--- config.mk ---
export PLATFORM = sky130hd
export DESIGN_NAME = icache
export DESIGN_NICKNAME = d
export VERILOG_FILES = /design/src/rtl/icache_pkg.sv /design/src/rtl/icache_array.sv /design/src/rtl/icache.sv
export SDC_FILE = /design/constraint.sdc
export NUM_CORES = 1
export LEC_CHECK = 0
export ABC_AREA = 0
export BUFFER_PORTS_ARGS = -buffer_cell sky130_fd_sc_hd__buf_2
export CAP_MARGIN = 20
export CORE_ASPECT_RATIO = 0.8
export CORE_UTILIZATION = 46
export DETAILED_ROUTE_END_ITERATION = 7
export HOLD_SLACK_MARGIN = 0.12
export PLACE_DENSITY = 0.77
export RECOVER_POWER = 25
export SLEW_MARGIN = 5
export SYNTH_ARGS = -nofsm -noshare
export SYNTH_HDL_FRONTEND = slang
export SYNTH_SLANG_ARGS = --single-unit
--- constraint.sdc ---
create_clock -name clk_in -period 1.8 [get_ports clk_in]
set_input_delay 0.09 -clock clk_in [delete_from_list [all_inputs] [get_ports clk_in]]
set_output_delay 0.09 -clock clk_in [all_outputs]
set_load 0.03 [all_outputs]
--- src/rtl/icache_pkg.sv ---
// Shared definitions for the instruction cache.
//
// Contents:
//   ICACHE_ADDR_W       width of the 18-bit byte address space seen by the cache
//   ICACHE_WORD_W       instruction word width
//   ICACHE_INDEX_BITS   default number of line-index bits
//   icache_state_e      miss FSM state encodings (IDLE, FETCH, LAST)
//   icacheTagBits()     tag width left over once index and byte-offset are removed
//
// Optional feature macro used by the cache: ICACHE_STORAGE_EN.
package icache_pkg;

  localparam int ICACHE_ADDR_W     = 18;
  localparam int ICACHE_WORD_W     = 32;
  localparam int ICACHE_INDEX_BITS = 7;

  typedef enum logic [1:0] {
    ICACHE_IDLE  = 2'd0,
    ICACHE_FETCH = 2'd1,
    ICACHE_LAST  = 2'd2
  } icache_state_e;

  // Tag covers every address bit above the index and the 2-bit byte offset.
  function automatic int icacheTagBits(input int indexBits);
    return ICACHE_ADDR_W - indexBits - 2;
  endfunction

endpackage

--- src/rtl/icache_array.sv ---
// Tag / valid / data storage for the direct-mapped instruction cache.
//
// Only present when ICACHE_STORAGE_EN is defined; without it the cache
// keeps no lines and this file contributes no module.
//
// Ports:
//   clk_i      clock
//   rst_i      synchronous active-high reset, clears every valid bit
//   rdIndex_i  line index for the asynchronous read port
//   rdValid_o  valid bit of the addressed line
//   rdTag_o    stored tag of the addressed line
//   rdData_o   stored instruction word of the addressed line
//   wrEn_i     write one full line (tag, data, valid=1)
//   wrIndex_i  line being written
//   wrTag_i    tag to store
//   wrData_i   instruction word to store
`ifdef ICACHE_STORAGE_EN
module icache_array
  import icache_pkg::*;
#(
  parameter int INDEX_BITS = ICACHE_INDEX_BITS,
  parameter int TAG_BITS   = icacheTagBits(ICACHE_INDEX_BITS)
) (
  input  logic                     clk_i,
  input  logic                     rst_i,
  input  logic [INDEX_BITS-1:0]    rdIndex_i,
  output logic                     rdValid_o,
  output logic [TAG_BITS-1:0]      rdTag_o,
  output logic [ICACHE_WORD_W-1:0] rdData_o,
  input  logic                     wrEn_i,
  input  logic [INDEX_BITS-1:0]    wrIndex_i,
  input  logic [TAG_BITS-1:0]      wrTag_i,
  input  logic [ICACHE_WORD_W-1:0] wrData_i
);

  localparam int LINES = 1 << INDEX_BITS;

  logic [LINES-1:0]         valid_q;
  logic [TAG_BITS-1:0]      tag_q  [LINES];
  logic [ICACHE_WORD_W-1:0] data_q [LINES];

  // Valid bits are the only state that needs clearing: a line whose valid
  // bit is low is never a hit, so tag and data contents are don't-care.
  // Lines are only ever set here; nothing but reset invalidates them.
  always_ff @(posedge clk_i) begin
    if (rst_i) begin
      valid_q <= '0;
    end else if (wrEn_i) begin
      valid_q[wrIndex_i] <= 1'b1;
    end
  end

  // Tag and data are plain memories written once per completed fill.
  always_ff @(posedge clk_i) begin
    if (wrEn_i) begin
      tag_q[wrIndex_i]  <= wrTag_i;
      data_q[wrIndex_i] <= wrData_i;
    end
  end

  assign rdValid_o = valid_q[rdIndex_i];
  assign rdTag_o   = tag_q[rdIndex_i];
  assign rdData_o  = data_q[rdIndex_i];

endmodule
`endif

--- src/rtl/icache.sv ---
// Direct-mapped, one-word-per-line instruction cache that fills misses one
// byte at a time through a shared byte-wide memory controller.
//
// Configuration macro ICACHE_STORAGE_EN:
//   defined   -> lines are kept in icache_array, hits answer combinationally
//   undefined -> no storage, every request runs the miss sequence and the
//                assembled word is presented for the single LAST cycle
//
// Ports:
//   clk_in          clock
//   rst_in          synchronous active-high reset
//   rdy_in          global ready, low freezes all miss progress
//   req_in          fetch request
//   addr_in         byte address of the instruction (bits [1:0] ignored)
//   inst_valid_out  inst_out holds the word at addr_in this cycle
//   inst_out        instruction word, little-endian
//   mem_busy_in     data side owns the memory controller (has priority)
//   mc_re_out       byte read request to the memory controller
//   mc_addr_out     byte address of that read
//   mc_data_in      read data, valid the cycle after the request
module icache
  import icache_pkg::*;
#(
  parameter int INDEX_BITS = ICACHE_INDEX_BITS
) (
  input  logic                     clk_in,
  input  logic                     rst_in,
  input  logic                     rdy_in,
  input  logic                     req_in,
  input  logic [ICACHE_ADDR_W-1:0] addr_in,
  output logic                     inst_valid_out,
  output logic [ICACHE_WORD_W-1:0] inst_out,
  input  logic                     mem_busy_in,
  output logic                     mc_re_out,
  output logic [ICACHE_ADDR_W-1:0] mc_addr_out,
  input  logic [7:0]               mc_data_in
);

  icache_state_e           state_q, state_d;
  logic [1:0]              cnt_q, cnt_d;
  logic [ICACHE_ADDR_W-3:0] missAddr_q, missAddr_d;
  logic [23:0]             asm_q, asm_d;
  logic                    issued_q;

  logic                     hit;
  logic                     abort;
  logic                     fillEn;
  logic [1:0]               prevCnt;
  logic [ICACHE_WORD_W-1:0] fillWord;
  logic [1:0]               unusedAddrLow;

  assign unusedAddrLow = addr_in[1:0];

  // A fill in progress is abandoned whenever the data side takes the memory
  // controller, or the fetch stage stops asking for exactly the missed word.
  assign abort    = mem_busy_in || !req_in ||
                    (addr_in[ICACHE_ADDR_W-1:2] != missAddr_q);
  assign prevCnt  = cnt_q - 2'd1;
  assign fillWord = {mc_data_in, asm_q};

`ifdef ICACHE_STORAGE_EN
  localparam int TAG_BITS = icacheTagBits(INDEX_BITS);

  logic                     rdValid;
  logic [TAG_BITS-1:0]      rdTag;
  logic [ICACHE_WORD_W-1:0] rdData;

  icache_array #(
    .INDEX_BITS (INDEX_BITS),
    .TAG_BITS   (TAG_BITS)
  ) u_array (
    .clk_i     (clk_in),
    .rst_i     (rst_in),
    .rdIndex_i (addr_in[INDEX_BITS+1:2]),
    .rdValid_o (rdValid),
    .rdTag_o   (rdTag),
    .rdData_o  (rdData),
    .wrEn_i    (fillEn && !rst_in),
    .wrIndex_i (missAddr_q[INDEX_BITS-1:0]),
    .wrTag_i   (missAddr_q[ICACHE_ADDR_W-3:INDEX_BITS]),
    .wrData_i  (fillWord)
  );

  // Hit path is purely combinational so a hit answers in its own cycle,
  // whatever the miss FSM happens to be doing.
  assign hit            = req_in && rdValid &&
                          (rdTag == addr_in[ICACHE_ADDR_W-1:INDEX_BITS+2]);
  assign inst_valid_out = hit;
  assign inst_out       = hit ? rdData : '0;
`else
  logic [INDEX_BITS-1:0] unusedIndex;

  assign unusedIndex    = addr_in[INDEX_BITS+1:2];
  assign hit            = 1'b0;
  assign inst_valid_out = fillEn;
  assign inst_out       = fillEn ? fillWord : '0;
`endif

  // State register. issued_q deliberately follows mc_re_out every cycle,
  // including stalled ones: it records whether mc_data_in currently carries
  // a byte we actually asked for, which is what makes the post-stall replay
  // possible while the FSM itself stays frozen.
  always_ff @(posedge clk_in) begin
    if (rst_in) begin
      state_q    <= ICACHE_IDLE;
      cnt_q      <= '0;
      missAddr_q <= '0;
      asm_q      <= '0;
      issued_q   <= 1'b0;
    end else begin
      state_q    <= state_d;
      cnt_q      <= cnt_d;
      missAddr_q <= missAddr_d;
      asm_q      <= asm_d;
      issued_q   <= mc_re_out;
    end
  end

  // Miss sequencer. FETCH issues byte cnt and captures byte cnt-1 returned
  // from the previous cycle; LAST captures byte 3 and completes the line.
  // If the previous cycle issued nothing (we just came out of a stall), the
  // byte we would capture is stale, so the last issued byte is re-requested
  // first and the counter waits one cycle.
  always_comb begin
    state_d     = state_q;
    cnt_d       = cnt_q;
    missAddr_d  = missAddr_q;
    asm_d       = asm_q;
    mc_re_out   = 1'b0;
    mc_addr_out = '0;
    fillEn      = 1'b0;

    if (rdy_in) begin
      case (state_q)
        ICACHE_IDLE: begin
          if (req_in && !hit && !mem_busy_in) begin
            state_d    = ICACHE_FETCH;
            cnt_d      = 2'd0;
            missAddr_d = addr_in[ICACHE_ADDR_W-1:2];
          end
        end

        ICACHE_FETCH: begin
          if (abort) begin
            state_d = ICACHE_IDLE;
          end else if (cnt_q != 2'd0 && !issued_q) begin
            mc_re_out   = 1'b1;
            mc_addr_out = {missAddr_q, prevCnt};
          end else begin
            mc_re_out   = 1'b1;
            mc_addr_out = {missAddr_q, cnt_q};
            case (cnt_q)
              2'd1:    asm_d[7:0]   = mc_data_in;
              2'd2:    asm_d[15:8]  = mc_data_in;
              2'd3:    asm_d[23:16] = mc_data_in;
              default: asm_d        = asm_q;
            endcase
            cnt_d = cnt_q + 2'd1;
            if (cnt_q == 2'd3) begin
              state_d = ICACHE_LAST;
            end
          end
        end

        ICACHE_LAST: begin
          if (abort) begin
            state_d = ICACHE_IDLE;
          end else if (!issued_q) begin
            mc_re_out   = 1'b1;
            mc_addr_out = {missAddr_q, 2'd3};
          end else begin
            fillEn  = 1'b1;
            state_d = ICACHE_IDLE;
          end
        end

        default: begin
          state_d = ICACHE_IDLE;
        end
      endcase
    end
  end

endmodule

==> metrics, run 1 <==
CP Data Arrival Time 2.56 ns; Worst EP required 1.71 ns; most frequent cells in the layout buf_6 (62), and2_4 (49), a21oi_1 (43), buf_4 (43), dfxtp_1 (40); Mapped Nets 357; CP endpoint kind output port; Num Clock Sinks 45; PD cells 484 nW/um2; Slew headroom 67.4%; reg-to-reg slack, setup -0.52 ns; Clock power frac 32.2%; switching share of power 29.4%; initial antenna violation count 0; n_diodes 0; GP Congestion 0.848; area of the die 5810 um2; Final nets 504; clock skew 0.00942 ns; commonest non-fill, non-tap cell in the layout buf_6; DRT iter0 DRCs 583; Final Slew Violations 0; period utilization 147%; Hold Crit Class in2reg; worst-path fanout max 8; max cap viols 0; Psw 0.628 mW; Core ar. 5150 um2; CTS tree built; Crit Path Category reg2out; grt ovf 0; Setup crit start kind flip-flop; yosys warns 0; Initial Util 49.2%; vias in the first global route 2906; count of final hold-check violations 0; Routed wire per std cell 23.2 um; WL final 12.3 mm; post-synthesis register bit count 45; largest net degree at the start of global routing 34; run status finished with violations; CTS Buf Count 5; Mean Syn Cell Area 7.94 um2; DRC errors left 1; Seq pwr share 48.4%; fmax 0.377 GHz; Post-DRT Antenna Nets 0; port bufs 80; Cells after Synth 319; RSZ-0062 raised after global routing yes; post-synthesis cell area 2530 um2; GR Util All Layers 33.6%; clock latency on the worst-skew pair 0.31 ns; via density per instance 6.53; io pins 83; Root Driver clkbuf_8; cell total after placement 484; Area Overhead vs Synth 73.9%; die height 68.4 um; setup ws final -0.852 ns; internal power 1.51 mW; final setup vio count 82; DR vias 3453; DP HPWL 5.30 mm; LEAKAGE 1.84 nW; H-tree depth 2; failing checks design-rule violations, negative setup slack; Seq/Total Area, Yosys 35.6%; Period minus WS final 2.65 ns; Slew @ Worst Pin 0.488 ns; Distinct cells, synth 32; fraction of layout cells with a size suffix above 1 49.7%; first-pass GRT wire length 14.8 mm; cell row count 23; CTS max path bufs 2; combinational fraction of design power 19.4%; final std cells w/o fill 529; Chip Width 85.0 um; setup_tns -48.82 ns; Peak VDD IR 0.399 mV; clk slew on worst S/H paths 0.09 ns; Pre-antenna DRT Iters 8
==> cell families after synthesis <==
family                     Yosys count  share of synthesized area, %
adders and majority gates            7                          3.46
muxes                                3                          1.23
buffers and inverters               31                          5.33
xor gates and xnor gates            16                          5.53
AOI/OAI and AO/OA                   80                          16.7
DFF                                 45                          35.6
and+or+nand+nor                    137                          32.1
==> synth_stat cells (all sizes together) <==
| cell type | number | area [um2] |
|---|---|---|
| o211a | 2 | 20.0 |
| o21ai | 28 | 140 |
| and3 | 1 | 6.26 |
| dfxtp | 45 | 901 |
| a21oi | 46 | 230 |
| o31ai | 1 | 7.51 |
| nand2 | 34 | 128 |
| inv | 7 | 26.3 |
| and2 | 49 | 307 |
| xor2 | 5 | 43.8 |
| nor3 | 2 | 10.0 |
| or3 | 2 | 22.5 |
| nand3 | 4 | 20.0 |
| ha | 7 | 87.6 |
| clkbuf | 16 | 60.1 |
| mux2i | 2 | 20.0 |
| mux2 | 1 | 11.3 |
| nand2b | 3 | 18.8 |
| nor4 | 4 | 76.3 |
| nor2 | 6 | 22.5 |
| buf | 8 | 48.8 |
| nand4b | 1 | 8.76 |
| xnor2 | 11 | 96.3 |
| and2b | 1 | 7.51 |
| nor2b | 1 | 6.26 |
| nand4 | 29 | 181 |
| a211oi | 2 | 20.0 |
| a31oi | 1 | 6.26 |
==> what timing repair did <==
action                                  4_1_cts  5_1_grt
buffers inserted                              4        7
cloned                                        1        4
pin swaps                                    12       39
hold endpoints to repair                     39        0
resized for setup                           125       36
hold buffers                                 24        0
endpoints found under the setup margin       61       81
==> critical path, cell delays in order (launching register included) <==
cell and delay [ns]:
dfxtp_2 0.34, xnor2_2 0.27, nand4_1 0.22, or3_4 0.49, nor4_4 0.29, buf_6 0.20, clkbuf_16 0.16, and2_4 0.15
buf_6 0.13
==> sequential cells by signal, summed over array words and instances, names as in the netlist <==
name,flops
missAddr_q,16
cnt_q,2
asm_q,24
state_q,2
issued_q,1
==> power groups by stage <==
stage / sequential [mW] / clock, mW / combinational, mW
final: 1.03 / 0.688 / 0.414
after global routing: 1.04 / 0.714 / 0.432
after CTS: 1.03 / 0.669 / 0.351
after detailed placement: 1.05 / 0 / 0.297
after global placement: 1.05 / 0 / 0.289
after floorplan: 1.05 / 0 / 0.147
==> metrics by stage <==
step	cell area [um2]	setup WS [ns]	utilization, %	power (mW)	hold WS, ns
floorplan	2700	-0.0188	-	1.20	0.218
global placement	3440	-0.176	66.7	1.34	0.345
detailed placement	3440	-0.232	66.7	1.35	0.352
CTS	4200	-0.442	81.5	2.05	0.234
global route	4410	-0.907	85.5	2.18	0.261
finish	4410	-0.852	85.5	2.13	0.247
==> path summary, 6_finish.rpt <==
kind	from	endpoint	depth (start not counted)
worst min register to register	asm_q[18]	asm_q[18]	2
worst max register to register	missAddr_q[15]	state_q[1]	7
worst max-delay path	missAddr_q[15]	inst_out[24]	8
worst min-delay path	rst_in	missAddr_q[5]	2
==> final cells by class <==
class | count | area, um2
sequential | 45 | 907
multi-input combinational | 243 | 1770
tap | 62 | 77.6
fill | 253 | 744
timing repair buffer | 164 | 1530
clock buffer | 6 | 82.6
clock inverter | 2 | 13.8
inverter | 7 | 26.3
==> routing by layer <==
| metal | part of all wire [%] | global-route usage (%) | vias up |
|---|---|---|---|
| met5 | 0 | 0 | - |
| met2 | 45 | 57.0 | 351 |
| met1 | 36 | 42.8 | 1601 |
| met3 | 13 | 7.36 | 98 |
| li1 | - | - | 1403 |
| met4 | 6.8 | 12.3 | 0 |
(Power assumes the default switching activity.)
==> run 2: changes to the inputs <==
--- a/config.mk
+++ b/config.mk
@@ -11,9 +11,9 @@
 export CORE_ASPECT_RATIO = 0.8
 export CORE_UTILIZATION = 46
 export DETAILED_ROUTE_END_ITERATION = 7
+export GPL_TIMING_DRIVEN = 0
 export HOLD_SLACK_MARGIN = 0.12
 export PLACE_DENSITY = 0.77
-export RECOVER_POWER = 25
 export SLEW_MARGIN = 5
 export SYNTH_ARGS = -nofsm -noshare
 export SYNTH_HDL_FRONTEND = slang
==> run 2 against run 1 <==
Largest power group unchanged. Critical path type unchanged. Global-route usage down 2.3 points. Power down 4.4%. Highest routed layer unchanged. Clock skew fell by 0.0013 ns. Routed wire length down 6.4%. Via count decreased by 5.5%. The flow still finishes with violations (design-rule violations, negative setup slack).
==> metrics, run 2 (synthesized netlist as in run 1, its figures left out) <==
DR vias 3262 (was 3453); Worst EP required 1.71 ns (about the same); CP endpoint kind output port (unchanged); Pre-antenna DRT Iters 7 (was 8); vias in the first global route 2914 (was 2906); worst-path fanout max 10 (was 8); Routed wire per std cell 22.2 um (was 23.2 um); most frequent cells in the layout buf_6 (63), and2_4 (49), a21oi_1 (39), dfxtp_1 (34) (was buf_6 (62), and2_4 (49), a21oi_1 (43), buf_4 (43), dfxtp_1 (40)); Area Overhead vs Synth 71.9% (was 73.9%); cell total after placement 461 (was 484); cell row count 23 (unchanged); count of final hold-check violations 0 (unchanged); grt ovf 0 (unchanged); via density per instance 6.30 (was 6.53); Crit Path Category reg2out (unchanged); Most flops, register asm_q (unchanged); final std cells w/o fill 518 (was 529); final setup vio count 75 (was 82); Root Driver clkbuf_8 (unchanged); PD cells 469 nW/um2 (was 484 nW/um2); io pins 83 (unchanged); die height 68.4 um (unchanged); n_diodes 0 (unchanged); Hold Crit Class in2reg (unchanged); GR Util All Layers 31.3% (was 33.6%); CTS tree built (unchanged); CTS Buf Count 5 (unchanged); Core ar. 5150 um2 (unchanged); CP Data Arrival Time 2.41 ns (was 2.56 ns); reg-to-reg slack, setup -0.30 ns (was -0.52 ns); max cap viols 0 (unchanged); initial antenna violation count 0 (unchanged); Filler cells 241 (was 253); top flop regs asm_q x24, missAddr_q x16 (unchanged); Final Slew Violations 0 (unchanged); Num Clock Sinks 45 (unchanged); Final Power 2.04 mW (was 2.13 mW); max reg flops 24 (unchanged); port bufs 80 (unchanged); first-pass GRT wire length 14.0 mm (was 14.8 mm); Initial Util 49.2% (unchanged); Chip Width 85.0 um (unchanged); area of the die 5810 um2 (unchanged); setup ws final -0.700 ns (was -0.852 ns); period utilization 139% (was 147%); Period minus WS final 2.50 ns (was 2.65 ns); commonest non-fill, non-tap cell in the layout buf_6 (unchanged); Slew @ Worst Pin 0.669 ns (was 0.488 ns); WL final 11.5 mm (was 12.3 mm); LEAKAGE 1.75 nW (was 1.84 nW); RSZ-0062 raised after global routing yes (unchanged); failing checks design-rule violations, negative setup slack (unchanged); Setup crit start kind flip-flop (unchanged); DP HPWL 5.34 mm (was 5.30 mm); DRT iter0 DRCs 432 (was 583); Final Hold Slack 0.238 ns (was 0.247 ns); fraction of layout cells with a size suffix above 1 52.0% (was 49.7%); Peak VDD IR 0.435 mV (was 0.399 mV); DRC errors left 1 (unchanged); run status finished with violations (unchanged); Final nets 493 (was 504); clock skew 0.00816 ns (was 0.00942 ns); largest net degree at the start of global routing 14 (was 34); register area 922 um2 (was 907 um2); clk slew on worst S/H paths 0.09 ns (about the same); Layout Utilization 84.5% (was 85.5%); Slew headroom 55.4% (was 67.4%); GP Congestion 0.836 (was 0.848); Post-DRT Antenna Nets 0 (unchanged); CTS max path bufs 2 (unchanged); clock latency on the worst-skew pair 0.31 ns (about the same); multi-input logic area 1840 um2 (was 1770 um2); fmax 0.400 GHz (was 0.377 GHz); H-tree depth 2 (unchanged)
[run 2: routing by layer]
metal | vias up | track usage, % | share of wire, %
met1 | 1567 | 39.7 | 40
met4 | 0 | 15.0 | 4.6
met5 | - | 0 | 0
met2 | 242 | 51.1 | 47
met3 | 71 | 7.24 | 8.4
li1 | 1382 | - | -
[run 2: what timing repair did]
item / in CTS / in global routing
buffers inserted: 12 / 9
endpoints found under the hold margin: 34 / 0
endpoints found under the setup margin: 91 / 91
hold buffers: 24 / 0
resized for setup: 108 / 127
cloned: 2 / 4
pin swaps: 17 / 43
[run 2: area by class of cell]
| class | count | area share (%) |
|---|---|---|
| clock inverter | 1 | 0.172 |
| inverter | 7 | 0.776 |
| timing repair buffer | 131 | 27.8 |
| clock buffer | 7 | 1.75 |
| multi-input combinational | 243 | 42.3 |
| tap | 62 | 1.78 |
| sequential | 45 | 21.2 |
| buffer | 22 | 4.28 |
[run 2: path summary, 6_finish.rpt]
kind / endpoint / startpoint / cells after the start
worst min register to register: asm_q[14] / asm_q[14] / 2
worst min-delay path: cnt_q[1] / rst_in / 3
worst max register to register: cnt_q[1] / missAddr_q[13] / 7
worst max-delay path: mc_addr_out[0] / missAddr_q[13] / 9
[run 2: critical path, cell delays in order, from the launching register on]
cell	delay, ns
dfxtp_1	0.36
xnor2_1	0.23
nand3_2	0.12
or3_4	0.42
buf_8	0.14
nor4_4	0.22
buf_4	0.18
buf_8	0.14
o211a_4	0.17
buf_6	0.12
[run 2: report_power, final]
| group | internal, mW | switching (mW) |
|---|---|---|
| clock | 0.276 | 0.371 |
| combinational | 0.148 | 0.210 |
| sequential | 1.01 | 0.0244 |
[run 2: per-stage QoR]
stage               area (um2)  setup TNS (ns)  setup WS (ns)
floorplan                 2700         -0.0297        -0.0188
global placement          3180          -20.61         -0.347
detailed placement        3180          -25.14         -0.399
CTS                       3970          -31.07         -0.534
global route              4350          -37.23         -0.721
finish                    4350          -34.42         -0.700
